### config.mk
export PLATFORM = sky130hd
export DESIGN_NAME = wb_port_arb
export DESIGN_NICKNAME = d
export VERILOG_FILES = /design/src/rtl/wb_port_arb.sv
export SDC_FILE = /design/constraint.sdc
export NUM_CORES = 1
export LEC_CHECK = 0
export CELL_PAD_IN_SITES_DETAIL_PLACEMENT = 1
export CELL_PAD_IN_SITES_GLOBAL_PLACEMENT = 2
export CORE_UTILIZATION = 31
export DETAILED_ROUTE_END_ITERATION = 6
export DONT_BUFFER_PORTS = 1
export HOLD_SLACK_MARGIN = 0.06
export PLACE_DENSITY_LB_ADDON = 0.1
export SYNTH_ARGS = -nofsm -noshare
export SYNTH_HDL_FRONTEND = slang
export SYNTH_SLANG_ARGS = --single-unit
### constraint.sdc
create_clock -name clk -period 8 [get_ports clk]
set_clock_uncertainty 0.1 [all_clocks]
set_input_delay 0.4 -clock clk [delete_from_list [all_inputs] [get_ports clk]]
set_output_delay 0.4 -clock clk [all_outputs]
set_load 0.1 [all_outputs]
### src/rtl/wb_port_arb.sv
// rtl/wb_port_arb.sv - register-file write port arbiter between pipeline writeback and queued MDU results
module wb_port_arb #(
  parameter int DEPTH      = 2,
  parameter int STARVE_LIM = 4
) (
  input  logic        clk,
  input  logic        rst,
  input  logic        pipe_vld,
  input  logic [4:0]  pipe_rd,
  input  logic [31:0] pipe_data,
  input  logic        mdu_vld,
  input  logic [4:0]  mdu_rd,
  input  logic [31:0] mdu_data,
  output logic        mdu_rdy,
  output logic        rf_we,
  output logic [4:0]  rf_rd,
  output logic [31:0] rf_data,
  output logic        stall_req,
  input  logic [4:0]  chk_rs1,
  input  logic [4:0]  chk_rs2,
  output logic        pend_hit
);

  localparam int PW = (DEPTH > 2) ? $clog2(DEPTH) : 1;
  localparam int CW = PW + 1;
  localparam logic [CW-1:0] DEPTH_C = CW'(DEPTH);
  localparam logic [CW-1:0] CNT_ONE = CW'(1);
  localparam logic [PW-1:0] PTR_ONE = PW'(1);
  localparam logic [3:0]    LIM_C   = 4'(STARVE_LIM);

  logic [PW-1:0] head_q, head_d;
  logic [PW-1:0] tail_q, tail_d;
  logic [CW-1:0] count_q, count_d;
  logic [3:0]    starve_q, starve_d;
  logic [4:0]    rd_mem_q   [DEPTH];
  logic [4:0]    rd_mem_d   [DEPTH];
  logic [31:0]   data_mem_q [DEPTH];
  logic [31:0]   data_mem_d [DEPTH];

  logic non_empty;
  logic full;
  logic pipe_live;
  logic fifo_win;
  logic pipe_win;
  logic enq;
  logic deq;

  // Arbitration: the FIFO head wins when the pipeline has had its fill of
  // consecutive wins, or when the pipeline has nothing live to write.
  always_comb begin
    non_empty = (count_q != '0);
    full      = (count_q == DEPTH_C);
    pipe_live = pipe_vld && (pipe_rd != 5'd0);
    fifo_win  = non_empty && ((starve_q == LIM_C) || !pipe_live);
    pipe_win  = pipe_live && !fifo_win;
    enq       = mdu_vld && !full && (mdu_rd != 5'd0);
    deq       = fifo_win;
  end

  // Outputs; reset forces them quiet even while pipe_vld is still driven.
  always_comb begin
    mdu_rdy   = !full;
    rf_we     = 1'b0;
    rf_rd     = 5'd0;
    rf_data   = 32'd0;
    stall_req = 1'b0;
    if (!rst) begin
      if (fifo_win) begin
        rf_we     = 1'b1;
        rf_rd     = rd_mem_q[head_q];
        rf_data   = data_mem_q[head_q];
        stall_req = pipe_live;
      end else if (pipe_win) begin
        rf_we   = 1'b1;
        rf_rd   = pipe_rd;
        rf_data = pipe_data;
      end
    end
  end

  // Pending-result scoreboard: an entry is occupied when its distance from
  // the head is below the occupancy; stale slots never match.
  always_comb begin
    logic [PW-1:0] offs;
    pend_hit = 1'b0;
    for (int i = 0; i < DEPTH; i++) begin
      offs = PW'(i) - head_q;
      if (({1'b0, offs} < count_q) &&
          (((chk_rs1 != 5'd0) && (rd_mem_q[i] == chk_rs1)) ||
           ((chk_rs2 != 5'd0) && (rd_mem_q[i] == chk_rs2)))) begin
        pend_hit = 1'b1;
      end
    end
    if (rst) begin
      pend_hit = 1'b0;
    end
  end

  // Next-state for FIFO pointers, occupancy, storage and starvation counter.
  always_comb begin
    head_d     = head_q;
    tail_d     = tail_q;
    count_d    = count_q;
    starve_d   = starve_q;
    rd_mem_d   = rd_mem_q;
    data_mem_d = data_mem_q;
    if (enq) begin
      rd_mem_d[tail_q]   = mdu_rd;
      data_mem_d[tail_q] = mdu_data;
      tail_d             = tail_q + PTR_ONE;
    end
    if (deq) begin
      head_d = head_q + PTR_ONE;
    end
    if (enq && !deq) begin
      count_d = count_q + CNT_ONE;
    end else if (deq && !enq) begin
      count_d = count_q - CNT_ONE;
    end
    if (deq) begin
      starve_d = 4'd0;
    end else if (pipe_win && non_empty && (starve_q != LIM_C)) begin
      starve_d = starve_q + 4'd1;
    end
  end

  // State registers with asynchronous reset that drops every queued result.
  always_ff @(posedge clk or posedge rst) begin
    if (rst) begin
      head_q   <= '0;
      tail_q   <= '0;
      count_q  <= '0;
      starve_q <= 4'd0;
      for (int i = 0; i < DEPTH; i++) begin
        rd_mem_q[i]   <= 5'd0;
        data_mem_q[i] <= 32'd0;
      end
    end else begin
      head_q     <= head_d;
      tail_q     <= tail_d;
      count_q    <= count_d;
      starve_q   <= starve_d;
      rd_mem_q   <= rd_mem_d;
      data_mem_q <= data_mem_d;
    end
  end

endmodule
=== After elaboration in Yosys (flattened, before gate mapping) ===
Index checks and enable logic that the tools add are counted.

* Bits in registers: 82
* Logic and storage cells: 89
* Bits of input ports: 88
* Output and inout port bits: 41

* $add $sub $neg: 7
* Bitwise operators: 2
* Equal/unequal tests: 7
* Reduce and logical (&&, ||, !) cells: 30
* Muxes and demuxes: 30
* Magnitude comparators: 5

{| class="wikitable"
|+ Operators by type and width
! kind !! count
|-
| $mux W32 || 7
|-
| $bwmux W64 || 1
|-
| $mux W5 || 7
|-
| $demux W32 S1 || 1
|-
| $eq A5 B5 Y1 || 4
|-
| $reduce_bool A5 Y1 || 4
|-
| $logic_and A1 B1 Y1 || 16
|-
| $bwmux W10 || 1
|-
| $mux W1 || 8
|-
| $mux W4 || 2
|-
| $reduce_bool A2 Y1 || 3
|-
| $demux W5 S1 || 1
|-
| $add A4 B1 Y4 const B || 1
|-
| $eq A4 B3 Y1 const B || 1
|-
| $ge A2 B2 Y1 const B || 2
|-
| $logic_not A1 Y1 || 4
|-
| $lt A1 B2 Y1 || 2
|-
| $mux W2 || 2
|-
| $ne A4 B3 Y1 const B || 1
|-
| $not A1 Y2 || 2
|-
| $logic_or A1 B1 Y1 || 3
|-
| $add A1 B1 Y1 const B || 2
|-
| $add A2 B1 Y2 const B || 1
|-
| $eq A2 B2 Y1 const B || 1
|-
| 3 further kinds || 4
|}

=== Longest topological paths before layout ===
* Depth after elaboration: 11
* Mapped depth: 11
* Mapped depth without buffers: 10

=== Least setup slack after synthesis ===
OpenSTA, ideal clock, no wires.

* Path kind: input to output
* From: input port rst
* To: output port rf_data[4]
* Stages: 4
* Data required time: 7500 ps
* Setup slack: 2672 ps
* Buffers on the path: 1
* Data arrival time: 4828 ps
* Cells stage by stage: clkbuf_1 -> inv_1 -> nand2_2 -> o21ai_0

* Cells in the longest elaborated chain, start to end: 1

{| class="wikitable"
|+ RTL lines
! item !! RTL line !! source
|-
| start: declaration || 7 || <nowiki>input logic rst,</nowiki>
|-
| $mux W32 || 67 || <nowiki>if (!rst) begin</nowiki>
|-
| end: declaration || 17 || <nowiki>output logic [31:0] rf_data,</nowiki>
|}

Every way passes these cells.

=== Final worst setup path ===
* From: register count_q[0]
* To: output port rf_data[6]

* Cells in the longest elaborated chain, start to end: 7

{| class="wikitable"
|+ RTL lines
! item !! RTL line !! source
|-
| start: declaration || 33 || <nowiki>logic [CW-1:0] count_q, count_d;</nowiki>
|-
| start signal: assignment || 141 || <nowiki>count_q <= count_d;</nowiki>
|-
| $reduce_bool A2 Y1 (*) || 51 || <nowiki>non_empty = (count_q != '0);</nowiki>
|-
| $logic_and A1 B1 Y1 (*) || 54 || <nowiki>fifo_win = non_empty && ((starve_q == LIM_C) || !pipe_live);</nowiki>
|-
| $logic_not A1 Y1 || 55 || <nowiki>pipe_win = pipe_live && !fifo_win;</nowiki>
|-
| $logic_and A1 B1 Y1 || 55 ||
|-
| $mux W32 || 73 || <nowiki>end else if (pipe_win) begin</nowiki>
|-
| $mux W32 (*) || 68 || <nowiki>if (fifo_win) begin</nowiki>
|-
| $mux W32 (*) || 67 ||
|}

Mark *: on every way between the ends. The rest lies on a longest branch, timed or not.

==> summary.txt <==
Worst setup path
  • Crit path cell chain: nor2_2 -> o311a_1 -> nand2_1 -> o21ai_2
  • RR Endpoint: data_mem_q[63]
  • Launch point of the worst reg-to-reg path: count_q[0]
  • FF-to-FF path depth: 6
  • Setup crit start: count_q[0]
  • Worst EP arrival: 3.24 ns
  • Worst stage delay on the critical path: between 0.9 and 1 ns
  • Critical path endpoint category: primary output
  • Startpoint type of the worst setup path: flop
  • FF-to-FF setup slack: 4.88 ns
  • Crit Path Category: flop to primary output
  • CP max-delay cell: o311a_1
  • WP data required: 7.50 ns
  • Worst-path maximum fanout: 23

CTS
  • CTS Buffer Depth: 2
  • Clock root buffer: clkbuf_16
  • H-tree depth: 3
  • TritonCTS clock tree: yes
  • Worst skew pair latency: 0.35 ns
  • Inserted Clock Buffers: 9
  • CTS resizes: 0
  • Clk sinks: 82
  • Clock transition at path regs: ~0.060 ns

Routing
  • DRT Wirelength: about 11 mm
  • Via count: 2928
  • First-pass DRT Iterations: 4
  • Iter 0 DRT Violations: 74
  • WL/cell: 20.27 microns
  • Antenna viol nets, final: 0
  • Drt drc: 0
  • Avg Vias per Cell: 5.182

Floorplan
  • Initial core utilization: 0.3180
  • Rows: 43
  • Number of I/O pins: about 130
  • Die Span X: 121.3 microns
  • Chip height: between 100 and 150 microns
  • Core Region: approximately 14000 sq um
  • DIE AREA: 14720 sq um

Global route
  • GRT overflow: 0
  • First-pass GRT wire length: 18.35 mm
  • Vias in the first global route: about 3200
  • Largest net degree at the start of global routing: 60
  • Antenna violations before repair: 0
  • Global-route usage over all layers: 0.1704

Timing
  • Max Clk Rate: 267.2 MHz
  • Worst-Margin Slew: approximately 1.2 ns
  • Post-Route Hold Slack: approximately 0.084 ns
  • Fin. max-slew vios: 0
  • Endpoints failing hold: 0
  • Tcrit/Tclk final: 0.4678
  • Final WS setup: ~4.3 ns
  • Final setup viols: 0
  • Setup TNS: 0 ns
  • Unrepaired setup endpoints after global routing: no
  • Final Critical Period: 3.743 ns
  • Max-slew headroom: 0.1950

Synthesis
  • Share of the synthesized area in the top cell type: 0.4649
  • Post-synth EDFFs: 0
  • Cells after Synth: 386
  • Count of different cell masters after synthesis: 40
  • Post-synthesis sequential area ratio: 0.4649
  • Most instantiated cells after synthesis: dfrtp_1, mux2_2, mux2i_1
  • Count leader, synth: dfrtp_1
  • Syn. warnings: 0
  • Post-synth top flop: dfrtp_1
  • Asr flop ratio synth: 1.000
  • Cell taking the most area after synthesis: dfrtp_1
  • Net Count, Synth: about 480
  • Mapped Area: 4414 sq um
  • #FFs+latches synth: 82
  • Dominant cells by area after synthesis: dfrtp_1, mux2_2, mux2i_1
  • Syn avg cell area: 11.44 sq um

Hold path
  • Hold wc startpoint: mdu_data[1]
  • Hold endpoint: data_mem_q[33]
  • Worst min path class: input pin to flop
  • Hold Crit Depth: 1

Pwr
  • Power per cell area: slightly below 500 nW/um^2
  • Peak VDD IR: roughly 0.18 mV
  • Leakage power figure: just over 2 nW

Layout
  • Core Util, Final: 0.3598
  • Antenna Cells: 0
  • Fillers: approximately 1500
  • Storage cell area: 2053 sq um
  • Share of layout cells above drive strength 1: 0.3792
  • Multi-input gate area: 2317 sq um
  • Fin cells: 565
  • Nets@finish: 471
  • Area grow syn2layout: 13.15%

Place
  • Port buffer count: 0
  • Placed cells: 548
  • GP Congestion: approximately 0.74
  • Hpwl dp: roughly 8 mm
  • Pre-CTS WS: 4.411 ns

Flow run
  • # Max-Cap Violations: 0

Status
  • Status: finished, final reports clean
-- report_power, final --
group	internal, mW	total [mW]	leakage (nW)	switching (mW)
Clock	0.282	0.452	0.149	0.170
Sequential	0.627	0.794	0.972	0.167
Combinational	0.411	1.22	0.940	0.805
-- metal layers --
metal | vias to the layer above | part of all wire | global-route usage
li1 | 1367 | - | -
met1 | 1467 | 0.44 | 0.2186
met2 | 81 | 0.48 | 0.2670
met3 | 13 | 0.065 | 0.04652
met4 | 0 | 0.018 | 0.07407
met5 | - | 0 | 0
-- per-stage QoR --
step | total power [mW] | area [sq um]
6_report | 2.461 | 4995
2_1_floorplan | 1.824 | 4414
5_1_grt | 2.627 | 4995
3_3_place_gp | 2.009 | 4663
4_1_cts | 2.500 | 4995
3_5_place_dp | 2.037 | 4663
-- worst max-delay path, delay by kind of cell (launching register included) --
kind,cells,cell delay (ns)
AOI/OAI and AO/OA,2,1.40
DFF,1,0.49
and+or+nand+nor,2,0.99
-- worst max path at each step --
stage,cells past startpoint,to,slack (ns)
6_report,4,rf_data[6],4.26
5_1_grt,4,rf_data[6],3.96
4_1_cts,4,rf_data[6],4.07
3_5_place_dp,5,rf_data[23],4.41
3_3_place_gp,5,rf_data[17],4.45
2_1_floorplan,4,rf_data[4],2.67
-- kinds of logic after synthesis --
kind of cell | share of synthesized area
buffers and inverters | 0.03996
DFF | 0.4649
and+or+nand+nor | 0.09411
AOI/OAI and AO/OA | 0.06945
adders and majority gates | 0.008504
xor gates and xnor gates | 0.04960
muxes | 0.2735
-- flip-flops by register name, indices dropped and copies added (netlist names) --
| signal | flops |
|---|---|
| head_q | 1 |
| rd_mem_q | 10 |
| starve_q | 4 |
| count_q | 2 |
| data_mem_q | 64 |
| tail_q | 1 |
-- area by class of cell --
| type | count | share of cell area |
|---|---|---|
| clock buffer | 12 | 0.04935 |
| tap | 180 | 0.04509 |
| multi-input combinational | 275 | 0.4639 |
| sequential | 82 | 0.4111 |
| inverter | 5 | 0.004509 |
| timing repair buffer | 7 | 0.01102 |
| clock inverter | 4 | 0.01503 |
-- placed cells by master (no fill, tap or decap), types with 3 or more instances in the layout --
master,count
dfrtp_1,81
mux2_2,75
mux2i_1,34
nand2_1,33
o21ai_2,23
xnor2_1,14
nor2_2,13
nor3_1,11
a31oi_1,11
xor2_1,11
clkbuf_16,9
nand3_1,8
o21ai_0,6
buf_4,6
a21oi_2,4
nor2_1,4
nor4_1,4
or4_1,3
ha_1,3
-- what timing repair did --
action	4_1_cts	5_1_grt
setup buffers	0	0
endpoints found under the hold margin	23	0
endpoints found under the setup margin	0	0
hold buffers	1	0
Power figures use the tool's default switching activity.
